--- src/rtl/uart_pkg.sv ---
// Shared types and helpers for the oversampling UART receiver.
// Included by the sampler and the receiver top through a wildcard import.
package uart_pkg;

  typedef enum logic [1:0] {
    PAR_NONE = 2'd0,
    PAR_ODD  = 2'd1,
    PAR_EVEN = 2'd2
  } parity_e;

  typedef enum logic [2:0] {
    IDLE,
    START,
    DATA,
    PARITY,
    STOP,
    BRK_WAIT
  } rx_state_e;

  function automatic logic maj3(input logic a, input logic b, input logic c);
    return (a & b) | (a & c) | (b & c);
  endfunction

endpackage

--- src/rtl/uart_rx_sampler.sv ---
// Front end of the receiver: two-flop synchroniser, start-edge detect and a
// three-sample majority vote around the bit centre.
module uart_rx_sampler
  import uart_pkg::*;
#(
  parameter int OSR = 16
) (
  input  logic                   clk,
  input  logic                   reset,
  input  logic                   rx,
  input  logic [$clog2(OSR)-1:0] os_cnt,
  output logic                   rx_s,
  output logic                   fall,
  output logic                   bit_val,
  output logic                   bit_strobe
);

  localparam int CW = $clog2(OSR);
  localparam logic [CW-1:0] SAMP_A = CW'(OSR / 2 - 1);
  localparam logic [CW-1:0] SAMP_B = CW'(OSR / 2);
  localparam logic [CW-1:0] SAMP_C = CW'(OSR / 2 + 1);

  logic       rx_meta;
  logic       rx_s_d;
  logic       samp_a;
  logic       samp_b;
  logic [1:0] settle;

  // A line already low when reset releases must not look like a start edge,
  // so edges are ignored until the synchroniser has flushed its reset ones.
  always_ff @(posedge clk or posedge reset) begin
    if (reset) begin
      rx_meta <= 1'b1;
      rx_s    <= 1'b1;
      rx_s_d  <= 1'b1;
      samp_a  <= 1'b1;
      samp_b  <= 1'b1;
      settle  <= 2'd0;
    end else begin
      rx_meta <= rx;
      rx_s    <= rx_meta;
      rx_s_d  <= rx_s;
      if (settle != 2'd3) settle <= settle + 2'd1;
      if (os_cnt == SAMP_A) samp_a <= rx_s;
      if (os_cnt == SAMP_B) samp_b <= rx_s;
    end
  end

  assign fall       = (settle == 2'd3) & rx_s_d & ~rx_s;
  assign bit_strobe = (os_cnt == SAMP_C);
  assign bit_val    = maj3(samp_a, samp_b, rx_s);

endmodule

--- src/rtl/uart_rx_os.sv ---
// Oversampling UART receiver: frame FSM, bit counters, shift register and a
// valid/ready holding register with parity, framing, overrun and break status.
module uart_rx_os
  import uart_pkg::*;
#(
  parameter int OSR       = 16,
  parameter int DATA_BITS = 8,
  parameter int PARITY    = 0,
  parameter int STOP_BITS = 1
) (
  input  logic                 clk,
  input  logic                 reset,
  input  logic                 rx,
  output logic [DATA_BITS-1:0] rx_data,
  output logic                 rx_valid,
  input  logic                 rx_ready,
  output logic                 parity_err,
  output logic                 frame_err,
  output logic                 overrun,
  output logic                 break_det
);

  localparam int CW = $clog2(OSR);
  localparam int BW = $clog2(DATA_BITS + 1);
  localparam logic [CW-1:0] OS_LAST   = CW'(OSR - 1);
  localparam logic [BW-1:0] BITS_DONE = BW'(DATA_BITS);
  localparam logic [BW-1:0] STOP_LAST = BW'(STOP_BITS - 1);
  localparam parity_e PAR_MODE = parity_e'(PARITY);

  rx_state_e            state;
  logic [CW-1:0]        os_cnt;
  logic [CW-1:0]        os_next;
  logic [BW-1:0]        bit_cnt;
  logic [DATA_BITS-1:0] shift;
  logic                 par_bad;
  logic                 stop_bad;
  logic                 rx_s;
  logic                 fall;
  logic                 bit_val;
  logic                 bit_strobe;
  logic                 stop_last;
  logic                 brk_now;
  logic                 done_now;

  uart_rx_sampler #(.OSR(OSR)) u_sampler (
    .clk        (clk),
    .reset      (reset),
    .rx         (rx),
    .os_cnt     (os_cnt),
    .rx_s       (rx_s),
    .fall       (fall),
    .bit_val    (bit_val),
    .bit_strobe (bit_strobe)
  );

  assign os_next   = (os_cnt == OS_LAST) ? '0 : os_cnt + CW'(1);
  assign stop_last = (bit_cnt == STOP_LAST);
  assign brk_now   = (state == STOP) && bit_strobe && (bit_cnt == '0) &&
                     (shift == '0) && !bit_val;
  assign done_now  = (state == STOP) && bit_strobe && stop_last && !brk_now;

  // Frame sequencer; the final stop vote returns to IDLE mid-bit so the next
  // start edge has half a bit of margin.
  always_ff @(posedge clk or posedge reset) begin
    if (reset) begin
      state    <= IDLE;
      os_cnt   <= '0;
      bit_cnt  <= '0;
      shift    <= '0;
      par_bad  <= 1'b0;
      stop_bad <= 1'b0;
    end else begin
      case (state)
        IDLE: begin
          os_cnt <= '0;
          if (fall) begin
            state   <= START;
            bit_cnt <= '0;
          end
        end
        START: begin
          os_cnt <= os_next;
          if (bit_strobe && bit_val) begin
            state  <= IDLE;
            os_cnt <= '0;
          end else if (os_cnt == OS_LAST) begin
            state <= DATA;
          end
        end
        DATA: begin
          os_cnt <= os_next;
          if (bit_strobe) begin
            shift   <= {bit_val, shift[DATA_BITS-1:1]};
            bit_cnt <= bit_cnt + BW'(1);
          end
          if (os_cnt == OS_LAST && bit_cnt == BITS_DONE) begin
            state    <= (PAR_MODE != PAR_NONE) ? uart_pkg::PARITY : STOP;
            bit_cnt  <= '0;
            stop_bad <= 1'b0;
          end
        end
        uart_pkg::PARITY: begin
          os_cnt <= os_next;
          if (bit_strobe)
            par_bad <= (PAR_MODE == PAR_ODD) ? ~^{shift, bit_val} : ^{shift, bit_val};
          if (os_cnt == OS_LAST) begin
            state    <= STOP;
            bit_cnt  <= '0;
            stop_bad <= 1'b0;
          end
        end
        STOP: begin
          os_cnt <= os_next;
          if (brk_now) begin
            state  <= BRK_WAIT;
            os_cnt <= '0;
          end else if (bit_strobe && stop_last) begin
            state  <= IDLE;
            os_cnt <= '0;
          end else if (bit_strobe) begin
            stop_bad <= stop_bad | ~bit_val;
            bit_cnt  <= bit_cnt + BW'(1);
          end
        end
        BRK_WAIT: begin
          os_cnt <= '0;
          if (rx_s) state <= IDLE;
        end
        default: state <= IDLE;
      endcase
    end
  end

  // Holding register: a finished frame replaces the word only if the old one
  // is gone or being taken this cycle, otherwise it is dropped as an overrun.
  always_ff @(posedge clk or posedge reset) begin
    if (reset) begin
      rx_valid   <= 1'b0;
      rx_data    <= '0;
      parity_err <= 1'b0;
      frame_err  <= 1'b0;
      overrun    <= 1'b0;
      break_det  <= 1'b0;
    end else begin
      overrun   <= 1'b0;
      break_det <= brk_now;
      if (done_now) begin
        if (!rx_valid || rx_ready) begin
          rx_valid   <= 1'b1;
          rx_data    <= shift;
          parity_err <= par_bad;
          frame_err  <= stop_bad | ~bit_val;
        end else begin
          overrun <= 1'b1;
        end
      end else if (rx_valid && rx_ready) begin
        rx_valid <= 1'b0;
      end
    end
  end

endmodule

--- config.mk ---
export PLATFORM = sky130hd
export DESIGN_NAME = uart_rx_os
export DESIGN_NICKNAME = d
export VERILOG_FILES = /design/src/rtl/uart_pkg.sv /design/src/rtl/uart_rx_sampler.sv /design/src/rtl/uart_rx_os.sv
export SDC_FILE = /design/constraint.sdc
export NUM_CORES = 1
export LEC_CHECK = 0
export CORE_MARGIN = 8
export CORE_UTILIZATION = 60
export CTS_BUF_LIST = sky130_fd_sc_hd__clkbuf_8
export DETAILED_ROUTE_END_ITERATION = 8
export GPL_ROUTABILITY_DRIVEN = 0
export GPL_TIMING_DRIVEN = 0
export HOLD_SLACK_MARGIN = 0.02
export PLACE_DENSITY = 0.79
export SYNTH_ARGS = -nofsm -noshare
export SYNTH_HDL_FRONTEND = slang
export SYNTH_SLANG_ARGS = --single-unit
export TNS_END_PERCENT = 5
--- constraint.sdc ---
create_clock -name clk -period 2.3 [get_ports clk]
set_clock_uncertainty 0.15 [all_clocks]
set_input_delay 0.46 -clock clk [delete_from_list [all_inputs] [get_ports clk]]
set_output_delay 0.46 -clock clk [all_outputs]
set_load 0.01 [all_outputs]
==> impl_metrics.sql <==
INSERT INTO impl_metrics (metric_group, metric, value, unit) VALUES
('run_status', 'status', 'finished clean', ''),
('logic_synthesis', 'synth-edff-count', '0', ''),
('hold_path', 'min_path_cells', '0', ''),
('clocking', 'clk-insertion-delay-late', '300', 'ps'),
('critical_path', 'crit_path_cell_trace', 'inv_1 > ha_1 > nor3b_4 > nand3_1 > nand2b_1 > nor2b_1 > buf_6 > mux2_4', ''),
('timing', 'finalCriticalPeriod', '2222', 'ps'),
('critical_path', 'critPathLaunchType', 'flop', ''),
('routing', 'number_of_design_rule_violations_left_by_the_first_detailed_router_iteration', '91', ''),
('timing', 'max_clock_freq', '450.1', 'MHz'),
('routing', 'avgRoutedWirePerCell', '15.99', 'microns'),
('floorplanning', 'placement_row_count', '21', ''),
('logic_synthesis', 'postSynthRegisterBits', '41', ''),
('clocking', 'cts_max_level', '2', ''),
('power_and_ir_drop', 'leakage', '1.080', 'nW'),
('timing', 'final.setup.worst_slack', '78.19', 'ps'),
('logic_synthesis', 'synthMostInstantiatedCell', 'sky130_fd_sc_hd__dfrtp_1', ''),
('hold_path', 'worst_hold_startpoint', 'u_sampler.rx_meta', ''),
('floorplanning', 'ios', '17', ''),
('grt', 'grt_overflow', '0', ''),
('logic_synthesis', 'yosysWarningCount', '0', ''),
('hold_path', 'min_to', 'u_sampler.rx_s', ''),
('grt', 'global_route_wire_length_before_repair', '6624', 'microns'),
('logic_synthesis', 'post_synth_num_cell_types', '42', ''),
('critical_path', 'buffers_and_inverters_on_the_worst_path', '2', ''),
('grt', 'grt_antenna_before_repair', '0', ''),
('power_and_ir_drop', 'post-layout-total-power', '1.716', 'mW'),
('logic_synthesis', 'ys_top_cells_by_count', 'sky130_fd_sc_hd__dfrtp_1 (36), sky130_fd_sc_hd__mux2_2 (12)', ''),
('critical_path', 'critPathArrivalTime', '2250', 'ps'),
('clocking', 'cts-root-to-sink-buffers', '2', ''),
('logic_synthesis', 'post_synth_instance_area', '0.002052', 'sq mm'),
('floorplanning', 'die_h', '74.48', 'microns'),
('routing', 'remaining_drc_errors', '0', ''),
('logic_synthesis', 'synth_sequential_area_ratio', '0.5030', ''),
('critical_path', 'r2r-start', 'bit_cnt[0]', ''),
('routing', 'per_cell_via_count_in_the_routed_design', '5.822', ''),
('critical_path', 'crit_path_end_kind', 'flop', ''),
('critical_path', 'critPathMaxStageDelay', '400', 'ps'),
('logic_synthesis', 'ys_top_cells_by_area', 'sky130_fd_sc_hd__dfrtp_1 (44%), sky130_fd_sc_hd__mux2_4 (7.3%), sky130_fd_sc_hd__mux2_2 (6.6%), sky130_fd_sc_hd__dfstp_2 (6.4%), sky130_fd_sc_hd__xnor2_1 (4.3%)', ''),
('timing', 'min_period_over_period', '0.9660', ''),
('logic_synthesis', 'post_synthesis_mean_instance_area', '12.00', 'sq um'),
('timing', 'timing_max_transition_violations_final', '0', ''),
('critical_path', 'critPathKind', 'flop to flop', ''),
('routing', 'drt.antenna.violating_nets', '0', ''),
('grt', 'grt.total_usage', '0.1558', ''),
('timing', 'finalSetupViolations', '0', ''),
('floorplanning', 'starting_density_of_the_core', '0.6198', ''),
('logic_synthesis', 'synth_async_sr_flop_share', '1.000', ''),
('floorplanning', 'fp.coreArea', '0.003311', 'sq mm'),
('routing', 'drt_wl_total', '3870', 'microns'),
('grt', 'number_of_global_route_vias_before_repair', '1367', ''),
('critical_path', 'r2r_slack', '80', 'ps'),
('critical_path', 'critical_path.max_fanout', '10', ''),
('hold_path', 'hold_path_class', 'flop to flop', ''),
('floorplanning', 'die_width', '74.48', 'microns'),
('job', 'max-cap-violations', '0', ''),
('power_and_ir_drop', 'worst_ir_drop_vdd', '0.4988', 'mV'),
('critical_path', 'cp_slowest_cell', 'sky130_fd_sc_hd__dfrtp_1', ''),
('logic_synthesis', 'synth_largest_type_area_fraction', '0.4390', ''),
('placement', 'detailedPlace.worstSlack', '55.61', 'ps'),
('timing', 'slew-limit-headroom', '0.4543', ''),
('logic_synthesis', 'postSynthNetCount', '181', ''),
('placement', 'place_hpwl', '2701', 'microns'),
('clocking', 'number_of_buffers_inserted_during_clock_tree_synthesis', '5', ''),
('layout', 'fill_cells', '234', ''),
('critical_path', 'rr_endpoint', 'parity_err', ''),
('routing', 'routed-via-count', '1409', ''),
('clocking', 'path_clk_slew', '70', 'ps'),
('logic_synthesis', 'synthesis.instances', '171', ''),
('clocking', 'cts.sink_count', '41', ''),
('timing', 'hold-worst-slack', '208.5', 'ps'),
('routing', 'number_of_iterations_in_the_first_detailed_routing_pass', '4', '');
sequential cells by signal, indices dropped and copies added, names as in the netlist, 2 cells and up:
name,cells
os_cnt,4
u_sampler.settle,2
rx_data,8
state,3
bit_cnt,4
shift,8
how the worst max path moves through the flow:
stage | from | to | cells after the start
global route | bit_cnt[0] | rx_data[1] | 8
CTS | bit_cnt[0] | parity_err | 8
finish | bit_cnt[0] | parity_err | 8
floorplan | bit_cnt[0] | frame_err | 8
detailed placement | bit_cnt[0] | rx_data[4] | 8
global placement | reset | bit_cnt[1] | 2
through the flow:
stage,std cells,instance area (sq um),setup TNS [ps],utilization
floorplan,171,2052,0,-
global placement,233,2270,0,0.6856
detailed placement,233,2270,0,0.6856
CTS,241,2377,0,0.7181
global route,242,2391,-117.1,0.7222
finish,242,2391,0,0.7222
where the power goes:
| group | switching, mW | internal (mW) | leakage (nW) |
|---|---|---|---|
| combinational | 0.210 | 0.140 | 0.480 |
| clock | 0.247 | 0.318 | 0.0593 |
| sequential | 0.0287 | 0.773 | 0.540 |
layout make-up:
cell class | instances | area [sq um] | share of cell area
clock buffer | 5 | 68.82 | 0.02878
clock inverter | 3 | 38.79 | 0.01622
inverter | 8 | 30.03 | 0.01256
buffer | 6 | 38.79 | 0.01622
tap | 46 | 57.56 | 0.02407
sequential | 41 | 1032 | 0.4317
multi-input combinational | 116 | 957.2 | 0.4003
timing repair buffer | 17 | 167.7 | 0.07012
timing repair:
item,CTS,global route
resized for setup,0,1
setup buffers,0,1
endpoints found under the setup margin,0,10
routing by layer:
layer,vias up,wire [microns],global-route usage
met5,-,0,0
met4,0,64,0.06304
met3,9,271,0.05660
met2,52,1851,0.2449
met1,695,1682,0.1887
li1,653,-,-
cells in the final DEF (no fill, tap or decap), drive strengths merged:
| cell | count |
|---|---|
| a21boi | 1 |
| nand4 | 2 |
| dfstp | 5 |
| o21ai | 2 |
| nor4b | 1 |
| and3 | 3 |
| nand3 | 10 |
| inv | 9 |
| o31ai | 1 |
| a22oi | 1 |
| maj3 | 1 |
| nand2 | 9 |
| o311ai | 1 |
| buf | 5 |
| o22a | 2 |
| a211o | 1 |
| xor2 | 2 |
| clkdlybuf4s50 | 16 |
| nand3b | 4 |
| clkbuf | 7 |
| nand2b | 3 |
| bufinv | 1 |
| nor4 | 2 |
| a211oi | 2 |
| a21oi | 4 |
| xnor2 | 10 |
| and3b | 2 |
| dfrtp | 36 |
| ha | 6 |
| nor3 | 4 |
| o22ai | 2 |
| a221oi | 1 |
| o32a | 1 |
| mux2 | 22 |
| mux2i | 3 |
| clkinv | 1 |
| nor3b | 2 |
| nor2b | 1 |
| nor2 | 10 |
logic make-up (layout without fill, tap and decap cells):
| family | count (synthesis) | in the layout | share of synthesized area |
|---|---|---|---|
| compound gates | 19 | 19 | 0.06829 |
| xor+xnor | 12 | 12 | 0.05122 |
| fa+ha+maj | 7 | 7 | 0.04207 |
| buf+inv | 14 | 39 | 0.03353 |
| flops | 41 | 41 | 0.5030 |
| mux | 25 | 25 | 0.1537 |
| simple gates | 53 | 53 | 0.1482 |
(Power assumes the default switching activity.)
